--- config.mk ---
export PLATFORM = sky130hd
export DESIGN_NAME = game_sequencer_flat
export DESIGN_NICKNAME = d
export VERILOG_FILES = /design/src/rtl/game_sequencer_if.sv /design/src/rtl/game_sequencer.sv /design/src/flat_wrapper.sv
export SDC_FILE = /design/constraint.sdc
export NUM_CORES = 1
export LEC_CHECK = 0
export BUFFER_PORTS_ARGS = -buffer_cell sky130_fd_sc_hd__buf_2
export CORE_ASPECT_RATIO = 1.75
export CORE_MARGIN = 2
export CORE_UTILIZATION = 42
export DETAILED_ROUTE_END_ITERATION = 6
export HOLD_SLACK_MARGIN = 0.08
export SLEW_MARGIN = 20
export SYNTH_ARGS = -nofsm -noshare
export SYNTH_HDL_FRONTEND = slang
export SYNTH_SLANG_ARGS = --single-unit
--- constraint.sdc ---
create_clock -name clk -period 2.3 [get_ports clk]
set_clock_uncertainty 0.15 [all_clocks]
set_input_delay 0.23 -clock clk [delete_from_list [all_inputs] [get_ports clk]]
set_output_delay 0.23 -clock clk [all_outputs]
set_load 0.1 [all_outputs]
--- src/rtl/game_sequencer_if.sv ---
`default_nettype none
// ============================================================================
// Module      : game_sequencer_if
// Description : Handshake bundle between the game sequencer and its phase
//               engines: start/abort controls, per-phase done strobes, and the
//               registered enables, clear pulse, round and result flags.
// Revision    : 1.0 - initial release
// ============================================================================
interface game_sequencer_if;
    // Controls and phase completion strobes (into the sequencer)
    logic       start;
    logic       abort;
    logic       gen_done;
    logic       disp_done;
    logic       wait_done;
    logic       check_done;
    logic       check_pass;

    // Registered sequencer outputs
    logic       gen_en;
    logic       disp_en;
    logic       wait_en;
    logic       check_en;
    logic       phase_clr;
    logic [3:0] round;
    logic [1:0] state_dbg;
    logic       win;
    logic       lose;

    // Driver side: supplies the controls, observes the sequencer
    modport master (
        output start, abort, gen_done, disp_done, wait_done, check_done, check_pass,
        input  gen_en, disp_en, wait_en, check_en, phase_clr, round, state_dbg, win, lose
    );

    // Sequencer side
    modport slave (
        input  start, abort, gen_done, disp_done, wait_done, check_done, check_pass,
        output gen_en, disp_en, wait_en, check_en, phase_clr, round, state_dbg, win, lose
    );
endinterface
`default_nettype wire

--- src/rtl/game_sequencer.sv ---
`default_nettype none
// ============================================================================
// Module      : game_sequencer
// Description : Top-level round sequencer for a memory game. Steps through
//               GEN -> DISP -> WAIT -> CHECK per round, with a WAIT-phase
//               inactivity timeout, sticky win/lose flags and a soft abort.
//               Every output is a flop; phase enables rise one cycle after a
//               one-cycle phase_clr pulse on each phase entry.
// Revision    : 1.0 - initial release
// ============================================================================
module game_sequencer #(
    parameter int MAX_ROUND      = 16,
    parameter int TIMEOUT_CYCLES = 12000000
) (
    input  wire logic          clk,
    input  wire logic          rst_n,
    game_sequencer_if.slave    bus
);

    typedef enum logic [2:0] {
        S_READY = 3'd0,
        S_GEN   = 3'd1,
        S_DISP  = 3'd2,
        S_WAIT  = 3'd3,
        S_CHECK = 3'd4,
        S_WIN   = 3'd5,
        S_LOSE  = 3'd6
    } state_t;

    localparam logic [3:0]  LAST_ROUND   = 4'(MAX_ROUND - 1);
    localparam logic [23:0] TIMEOUT_LAST = 24'(TIMEOUT_CYCLES - 1);

    state_t      state_q;
    state_t      state_d;
    logic        start_q;
    logic [23:0] tmo_cnt_q;
    logic        gen_en_q;
    logic        disp_en_q;
    logic        wait_en_q;
    logic        check_en_q;
    logic        phase_clr_q;
    logic [3:0]  round_q;
    logic [1:0]  dbg_q;
    logic        win_q;
    logic        lose_q;

    logic        start_edge;
    logic        timeout_hit;
    logic        entry;

    // Phase code shown on state_dbg for the state being entered
    function automatic logic [1:0] phase_code(input state_t s);
        case (s)
            S_DISP:  return 2'b01;
            S_WAIT:  return 2'b10;
            S_CHECK: return 2'b11;
            default: return 2'b00;
        endcase
    endfunction

    // States that own an enable and get a phase_clr pulse on entry
    function automatic logic is_phase(input state_t s);
        return (s == S_GEN) || (s == S_DISP) || (s == S_WAIT) || (s == S_CHECK);
    endfunction

    assign start_edge  = bus.start & ~start_q;
    assign timeout_hit = (tmo_cnt_q == TIMEOUT_LAST);
    // No state ever transitions to itself, so any change of state is an entry
    assign entry       = (state_d != state_q);

    // Next-state decision; done strobes only count while their own enable is high
    always_comb begin
        state_d = state_q;
        case (state_q)
            S_READY, S_WIN, S_LOSE: begin
                if (start_edge) state_d = S_GEN;
            end
            S_GEN: begin
                if (gen_en_q && bus.gen_done) state_d = S_DISP;
            end
            S_DISP: begin
                if (disp_en_q && bus.disp_done) state_d = S_WAIT;
            end
            S_WAIT: begin
                // A done arriving on the final timeout cycle still wins
                if (wait_en_q) begin
                    if (bus.wait_done)     state_d = S_CHECK;
                    else if (timeout_hit)  state_d = S_LOSE;
                end
            end
            S_CHECK: begin
                if (check_en_q && bus.check_done) begin
                    if (!bus.check_pass)            state_d = S_LOSE;
                    else if (round_q == LAST_ROUND) state_d = S_WIN;
                    else                            state_d = S_DISP;
                end
            end
            default: state_d = S_READY;
        endcase
    end

    // State register plus all registered outputs, timeout counter and start copy
    always_ff @(posedge clk or negedge rst_n) begin
        if (!rst_n) begin
            state_q     <= S_READY;
            start_q     <= 1'b1;
            tmo_cnt_q   <= 24'd0;
            gen_en_q    <= 1'b0;
            disp_en_q   <= 1'b0;
            wait_en_q   <= 1'b0;
            check_en_q  <= 1'b0;
            phase_clr_q <= 1'b0;
            round_q     <= 4'd0;
            dbg_q       <= 2'b00;
            win_q       <= 1'b0;
            lose_q      <= 1'b0;
        end else if (bus.abort) begin
            // Soft reset; the start copy keeps tracking so a held button needs a fresh edge
            state_q     <= S_READY;
            start_q     <= bus.start;
            tmo_cnt_q   <= 24'd0;
            gen_en_q    <= 1'b0;
            disp_en_q   <= 1'b0;
            wait_en_q   <= 1'b0;
            check_en_q  <= 1'b0;
            phase_clr_q <= 1'b0;
            round_q     <= 4'd0;
            dbg_q       <= 2'b00;
            win_q       <= 1'b0;
            lose_q      <= 1'b0;
        end else begin
            start_q <= bus.start;
            state_q <= state_d;

            if (entry) begin
                // First cycle of a new state: clear pulse, enables held low
                phase_clr_q <= is_phase(state_d);
                gen_en_q    <= 1'b0;
                disp_en_q   <= 1'b0;
                wait_en_q   <= 1'b0;
                check_en_q  <= 1'b0;
                dbg_q       <= phase_code(state_d);
            end else begin
                phase_clr_q <= 1'b0;
                gen_en_q    <= (state_q == S_GEN);
                disp_en_q   <= (state_q == S_DISP);
                wait_en_q   <= (state_q == S_WAIT);
                check_en_q  <= (state_q == S_CHECK);
            end

            if (entry && (state_d == S_GEN)) begin
                round_q <= 4'd0;
                win_q   <= 1'b0;
                lose_q  <= 1'b0;
            end
            if (entry && (state_d == S_WIN))  win_q  <= 1'b1;
            if (entry && (state_d == S_LOSE)) lose_q <= 1'b1;

            // Only a passing check that is not the last round advances the round
            if ((state_q == S_CHECK) && (state_d == S_DISP)) round_q <= round_q + 4'd1;

            if (entry && (state_d == S_WAIT)) tmo_cnt_q <= 24'd0;
            else if (wait_en_q)               tmo_cnt_q <= tmo_cnt_q + 24'd1;
        end
    end

    assign bus.gen_en    = gen_en_q;
    assign bus.disp_en   = disp_en_q;
    assign bus.wait_en   = wait_en_q;
    assign bus.check_en  = check_en_q;
    assign bus.phase_clr = phase_clr_q;
    assign bus.round     = round_q;
    assign bus.state_dbg = dbg_q;
    assign bus.win       = win_q;
    assign bus.lose      = lose_q;

endmodule
`default_nettype wire

--- src/flat_wrapper.sv ---
// flat-port wrapper written by rule: the top's interface ports become plain ports
module game_sequencer_flat 
#(
    parameter int MAX_ROUND      = 16,
    parameter int TIMEOUT_CYCLES = 12000000
)
  (clk, rst_n, bus_start, bus_abort, bus_gen_done, bus_disp_done, bus_wait_done, bus_check_done, bus_check_pass, bus_gen_en, bus_disp_en, bus_wait_en, bus_check_en, bus_phase_clr, bus_round, bus_state_dbg, bus_win, bus_lose);
  game_sequencer_if bus_i ();
  input  wire logic clk;
  input  wire logic rst_n;
  input wire logic [$bits(bus_i.start)-1:0] bus_start;
  input wire logic [$bits(bus_i.abort)-1:0] bus_abort;
  input wire logic [$bits(bus_i.gen_done)-1:0] bus_gen_done;
  input wire logic [$bits(bus_i.disp_done)-1:0] bus_disp_done;
  input wire logic [$bits(bus_i.wait_done)-1:0] bus_wait_done;
  input wire logic [$bits(bus_i.check_done)-1:0] bus_check_done;
  input wire logic [$bits(bus_i.check_pass)-1:0] bus_check_pass;
  output wire logic [$bits(bus_i.gen_en)-1:0] bus_gen_en;
  output wire logic [$bits(bus_i.disp_en)-1:0] bus_disp_en;
  output wire logic [$bits(bus_i.wait_en)-1:0] bus_wait_en;
  output wire logic [$bits(bus_i.check_en)-1:0] bus_check_en;
  output wire logic [$bits(bus_i.phase_clr)-1:0] bus_phase_clr;
  output wire logic [$bits(bus_i.round)-1:0] bus_round;
  output wire logic [$bits(bus_i.state_dbg)-1:0] bus_state_dbg;
  output wire logic [$bits(bus_i.win)-1:0] bus_win;
  output wire logic [$bits(bus_i.lose)-1:0] bus_lose;
  assign bus_i.start = bus_start;
  assign bus_i.abort = bus_abort;
  assign bus_i.gen_done = bus_gen_done;
  assign bus_i.disp_done = bus_disp_done;
  assign bus_i.wait_done = bus_wait_done;
  assign bus_i.check_done = bus_check_done;
  assign bus_i.check_pass = bus_check_pass;
  assign bus_gen_en = bus_i.gen_en;
  assign bus_disp_en = bus_i.disp_en;
  assign bus_wait_en = bus_i.wait_en;
  assign bus_check_en = bus_i.check_en;
  assign bus_phase_clr = bus_i.phase_clr;
  assign bus_round = bus_i.round;
  assign bus_state_dbg = bus_i.state_dbg;
  assign bus_win = bus_i.win;
  assign bus_lose = bus_i.lose;
  game_sequencer #(.MAX_ROUND(MAX_ROUND), .TIMEOUT_CYCLES(TIMEOUT_CYCLES)) u_core (.clk(clk), .rst_n(rst_n), .bus(bus_i));
endmodule
Word-level counts from Yosys, hierarchy flattened
Index checks and enable logic that the tools add are counted.
{"block": "totals", "regBits": 41, "latchBits": 0, "mem_bits_rw": 0, "mem_bits_ro": 0, "input_bits": 9, "output_inout_bits": 13, "elab_cells": 84, "mem_count": 0}
{"block": "classes", "add_sub_neg": 2, "n_mul": 0, "div_mod_pow": 0, "magnitude_cmp": 0, "n_eq_ne": 15, "shift": 0, "n_mux": 35, "bitwise": 2, "n_reduce_logical": 18}
{"operator": "24-bit 2-to-1 mux", "count": 3}
{"operator": "3-bit 2-to-1 mux", "count": 10}
{"operator": "24-bit by 1-bit adder with 24-bit output (second input constant)", "count": 1}
{"operator": "24-bit == test (second input constant)", "count": 1}
{"operator": "3-bit == test (second input constant)", "count": 6}
{"operator": "1-bit 2-to-1 mux", "count": 15}
{"operator": "3-bit case mux with 5 select lines", "count": 1}
{"operator": "3-bit by 2-bit == test with 1-bit output (second input constant)", "count": 4}
{"operator": "4-bit 2-to-1 mux", "count": 3}
{"operator": "3-bit nonzero test", "count": 4}
{"operator": "1-bit logical AND", "count": 8}
{"operator": "3-bit by 1-bit == test with 1-bit output (second input constant)", "count": 2}
{"operator": "2-bit case mux with 3 select lines", "count": 1}
{"operator": "4-bit by 1-bit adder with 4-bit output (second input constant)", "count": 1}
{"operator": "4-bit == test (second input constant)", "count": 1}
{"operator": "2-bit 2-to-1 mux", "count": 2}
{"operator": "3-bit zero test", "count": 1}
{"operator": "1-bit logical OR", "count": 3}
{"operator": "3-bit != test", "count": 1}
{"operator": "3-bit OR reduction", "count": 1}
{"operator": "2-bit nonzero test", "count": 1}
{"operator": "1-bit bitwise AND", "count": 1}
{"operator": "1-bit NOT", "count": 1}

Logic depth before layout (Yosys ltp)
{"block": "logic_depth", "depth_word": 11, "ltp_mapped": 8, "ltp_nobuf": 7}

Worst setup path after synthesis
OpenSTA, ideal clock, no wires.
{"block": "synth_path", "path_type": "register -> register", "start": "register u_core.wait_en_q (netlist: u_core.bus.wait_en)", "end": "register u_core.tmo_cnt_q[18]", "setup_time_ns": 0.077, "arrival_ns": 2.495, "path_slack_ns": -0.422, "path_stages_with_launch": 7, "path_cell_list": "dfrtp_1 buf_2 and4_1 nand4_1 or2_2 or3_1 a21oi_1"}
{"block": "synth_via", "elab_chain_cells": 6}
{"item": "start: declaration", "line": "game_sequencer.sv:39", "source": "logic wait_en_q;"}
{"item": "start signal: assignment", "line": "game_sequencer.sv:147", "source": "wait_en_q <= (state_q == S_WAIT);"}
{"item": "3-bit 2-to-1 mux", "line": "game_sequencer.sv:86", "source": "if (wait_en_q) begin"}
{"item": "3-bit case mux with 5 select lines", "line": "game_sequencer.sv:74", "source": "case (state_q)"}
{"item": "3-bit != test or 3-bit by 2-bit == test with 1-bit output (tied branches)", "line": "game_sequencer.sv:69, game_sequencer.sv:162"}
{"item": "1-bit logical AND", "line": "game_sequencer.sv:162", "source": "if (entry && (state_d == S_WAIT)) tmo_cnt_q <= 24'd0;"}
{"item": "24-bit 2-to-1 mux", "line": "game_sequencer.sv:162"}
{"item": "24-bit 2-to-1 mux", "line": "game_sequencer.sv:117", "source": "end else if (bus.abort) begin"}
{"item": "end signal: assignment", "line": "game_sequencer.sv:163", "source": "else if (wait_en_q) tmo_cnt_q <= tmo_cnt_q + 24'd1;"}
{"item": "end: declaration", "line": "game_sequencer.sv:36", "source": "logic [23:0] tmo_cnt_q;"}
Several ways; a longest one is shown, not always the timed one.
A chain may end at the register's enable or synchronous reset.

Worst setup path in the final report
{"block": "layout_path", "start": "register u_core.tmo_cnt_q[13]", "end": "register u_core.round_q[3] (netlist: u_core.bus.round[3])"}
{"block": "layout_via", "elab_chain_cells": 9}
{"item": "24-bit == test *", "line": "game_sequencer.sv:67", "source": "assign timeout_hit = (tmo_cnt_q == TIMEOUT_LAST);"}
{"item": "3-bit 2-to-1 mux *", "line": "game_sequencer.sv:88", "source": "else if (timeout_hit) state_d = S_LOSE;"}
{"item": "3-bit 2-to-1 mux *", "line": "game_sequencer.sv:87", "source": "if (bus.wait_done) state_d = S_CHECK;"}
{"item": "3-bit 2-to-1 mux *", "line": "game_sequencer.sv:86"}
{"item": "3-bit case mux with 5 select lines *", "line": "game_sequencer.sv:74"}
{"item": "3-bit by 2-bit == test with 1-bit output", "line": "game_sequencer.sv:160", "source": "if ((state_q == S_CHECK) && (state_d == S_DISP)) round_q <= round_q + 4'd1;"}
{"item": "1-bit logical AND", "line": "game_sequencer.sv:160"}
{"item": "4-bit 2-to-1 mux", "line": "game_sequencer.sv:160"}
{"item": "4-bit 2-to-1 mux", "line": "game_sequencer.sv:117"}
{"item": "end signal: assignment", "line": "game_sequencer.sv:160"}
{"item": "end: declaration", "line": "game_sequencer.sv:42", "source": "logic [3:0] round_q;"}
Every way passes the cells marked *; elsewhere a longest branch is shown, timed or not.

==> results.cfg <==
[detailed_routing]
wl_um = 5690
ant_nets = 0
drt_iter0_markers = 36
route.detailed.drc = 0
via_per_inst = 5.89
wire_per_inst_um = 16.8
vias = 1991
firstDrtPassIters = 4

[logic_synthesis]
async_flop_share_pct = 100
synth_top_flop_cell = dfrtp_1
synth_warnings = 0
ys_seq_elements = 41
synth.cell_area_um2 = 2250
seq_area_frac_synth_pct = 45.7
synth_cell_types = 48
synthesis.instances = 238
synth.net_count = 249
syn_avg_cell_area_um2 = 9.45
synth_edf_count = 0

[floorplan]
dieArea_um2 = 5980
die_y_um = 101
initial_core_util_pct = 43.2
coreArea_um2 = 5210
die_x_um = 59.3
io_pins = 22
rows = 35

[clock_tree]
cts_root_buf = clkbuf_8
clock_latency_ps = 300
numClockSinks = 41
path_clk_slew_ps = 80
h-tree-depth = 2
clk_path_buf_depth = 2
cts_tree = yes
cts_buffers = 5

[place]
pre_cts_slack_ps = -71.6
port_buffers = 21
place.gp.congestion = 0.879
dp_hpwl_um = 4400
dp_cells = 324

[critical_path]
critPathTopFamily = simple AND/OR/NAND/NOR gates
cp-end-kind = flop
crit_type = reg -> reg
critPathSlowestCell = or4bb_1
crit_arrival_ps = 2410
crit_fanout = 5
cpPeakStageDelay_ps = 550
crit_buf_inv = 0
critPathLaunchType = flop
worstPathCellList = or4bb_1 -> nor4_4 -> a31oi_1 -> or2_4 -> a31oi_4 -> a31o_1
crit_required_ps = 2390

[sta]
slew_viol_final = 0
slew-limit-headroom_pct = 67.7
rsz0062_at_grt = true
hold_viol_final = 0
setup_slack_ps = -18.8
fin_crit_sh_pct = 101
setup_viol = 4
min_period_ps = 2320
worst_pin_slew_ps = 488
max_freq_mhz = 431

[power_and_ir_drop]
ir_drop_v = 0.000467
p_leak_uw = 0.00120
power.density_nw_per_um2 = 569

[layout]
final_nets = 293
final_cells = 338
antennaDiodeCount = 0
area_delta_synth_final_pct = 23.1
final_util_pct = 53.2
drive_gt1_share_pct = 25.1

[global_routing]
grt_pass1_wl_um = 9410
grt_antenna_before_repair = 0
grt_pass1_vias = 2038
grt_max_degree = 25
track_usage_pct = 21.2
overflow = 0

[outcome]
failed_checks = negative setup slack
status = complete, but fails checks

[flow_run]
maxCapViolCount = 0

[min_path]
hold_path_class = in -> reg
metal layers:
metal / GRT usage, % / up-vias / part of all wire, %
met1: 20.8 / 973 / 35
li1: - / 950 / -
met5: 0 / - / 0
met2: 39.1 / 47 / 57
met3: 3.08 / 21 / 2.6
met4: 13.3 / 0 / 5.0
cell usage after synthesis (3+ instances only):
library cell   n  share of area (%)
dfrtp_1       40                 44
nor2_1        39                6.5
nand2_1       16                2.7
xor2_1        12                4.7
a21oi_1       10                2.2
nand3_1       10                2.2
nand4_1       10                2.8
o21ai_0        7                1.6
xnor2_1        7                2.7
clkbuf_1       6                1.0
inv_1          6                1.0
and4_1         5                1.9
nor3_1         5                1.1
nor4_1         5                1.4
or3_1          4                1.1
a31o_1         3                1.2
and4b_1        3                1.3
nand2b_1       3               0.83
nand3b_1       3                1.0
o211ai_1       3                1.0
cells in the final DEF (no fill, tap or decap), drive strengths merged, types with 7 or more instances in the layout:
cell	synthesis	layout
nor2	39	39
dfrtp	40	40
nand3	10	10
nand2	16	16
nand4	10	10
buf	2	43
a21oi	10	10
xor2	12	12
o21ai	7	7
xnor2	7	7
repair_timing:
item / 4_1_cts / 5_1_grt
endpoints found under the hold margin: 42 / 0
hold buffers: 2 / 0
pin swaps: 2 / 5
setup buffers: 2 / 2
gates resized for setup: 3 / 9
endpoints found under the setup margin: 8 / 14
power breakdown:
group	total, µW	internal [µW]	switching (µW)
clock	590	325	265
combinational	239	73.0	166
sequential	748	733	15.2
state kept, by name, indices dropped and copies added, names as in the netlist:
register,count
u_core.bus.wait_en,1
u_core.start_q,1
u_core.bus.gen_en,1
u_core.bus.state_dbg,2
u_core.bus.win,1
u_core.bus.lose,1
u_core.bus.check_en,1
u_core.bus.round,4
u_core.tmo_cnt_q,24
u_core.state_q,3
u_core.bus.phase_clr,1
u_core.bus.disp_en,1
through the flow:
step / TNS, ps / cell area [µm²] / hold slack (ps) / total power, µW
floorplan: 0 / 2260 / -216 / 899
detailed placement: -339 / 2550 / -0.315 / 979
global placement: -170 / 2550 / 4.87 / 977
finish: -60.1 / 2770 / 174 / 1580
global route: -1150 / 2770 / 184 / 1640
CTS: -29.3 / 2720 / 159 / 1580
path summary, 6_finish.rpt:
kind                       depth (start not counted)  slack, ps            startpoint                   to
setup / recovery                                   6        -20  u_core.tmo_cnt_q[13]  u_core.bus.round[3]
hold / removal                                     2        170             bus_abort    u_core.state_q[1]
setup reg to reg                                   6        -20  u_core.tmo_cnt_q[13]  u_core.bus.round[3]
hold reg to reg                                    1        350        u_core.bus.win       u_core.bus.win
max in group asynchronous                          3       1270                 rst_n   u_core.bus.wait_en
min in group asynchronous                          2        200                 rst_n    u_core.bus.gen_en
logic make-up after synthesis:
| kind of cell | count (synthesis) | synth area share [%] |
|---|---|---|
| AND/OR/NAND/NOR | 119 | 29.4 |
| AO/OA/AOI/OAI | 41 | 13.1 |
| flip-flops | 41 | 45.7 |
| XOR/XNOR | 19 | 7.40 |
| buffers and inverters | 14 | 2.45 |
| multiplexers | 2 | 0.890 |
| adder cells (fa/ha/maj) | 2 | 1.11 |
layout make-up:
type / count / area, µm²
flip-flops and latches: 41 / 1040
fillers: 506 / 2440
repair buffers: 45 / 310
multi-input cells: 183 / 1210
clock inverters: 3 / 46.3
inverters: 6 / 22.5
well taps: 55 / 68.8
clock buffers: 5 / 68.8
Power figures use the tool's default switching activity.
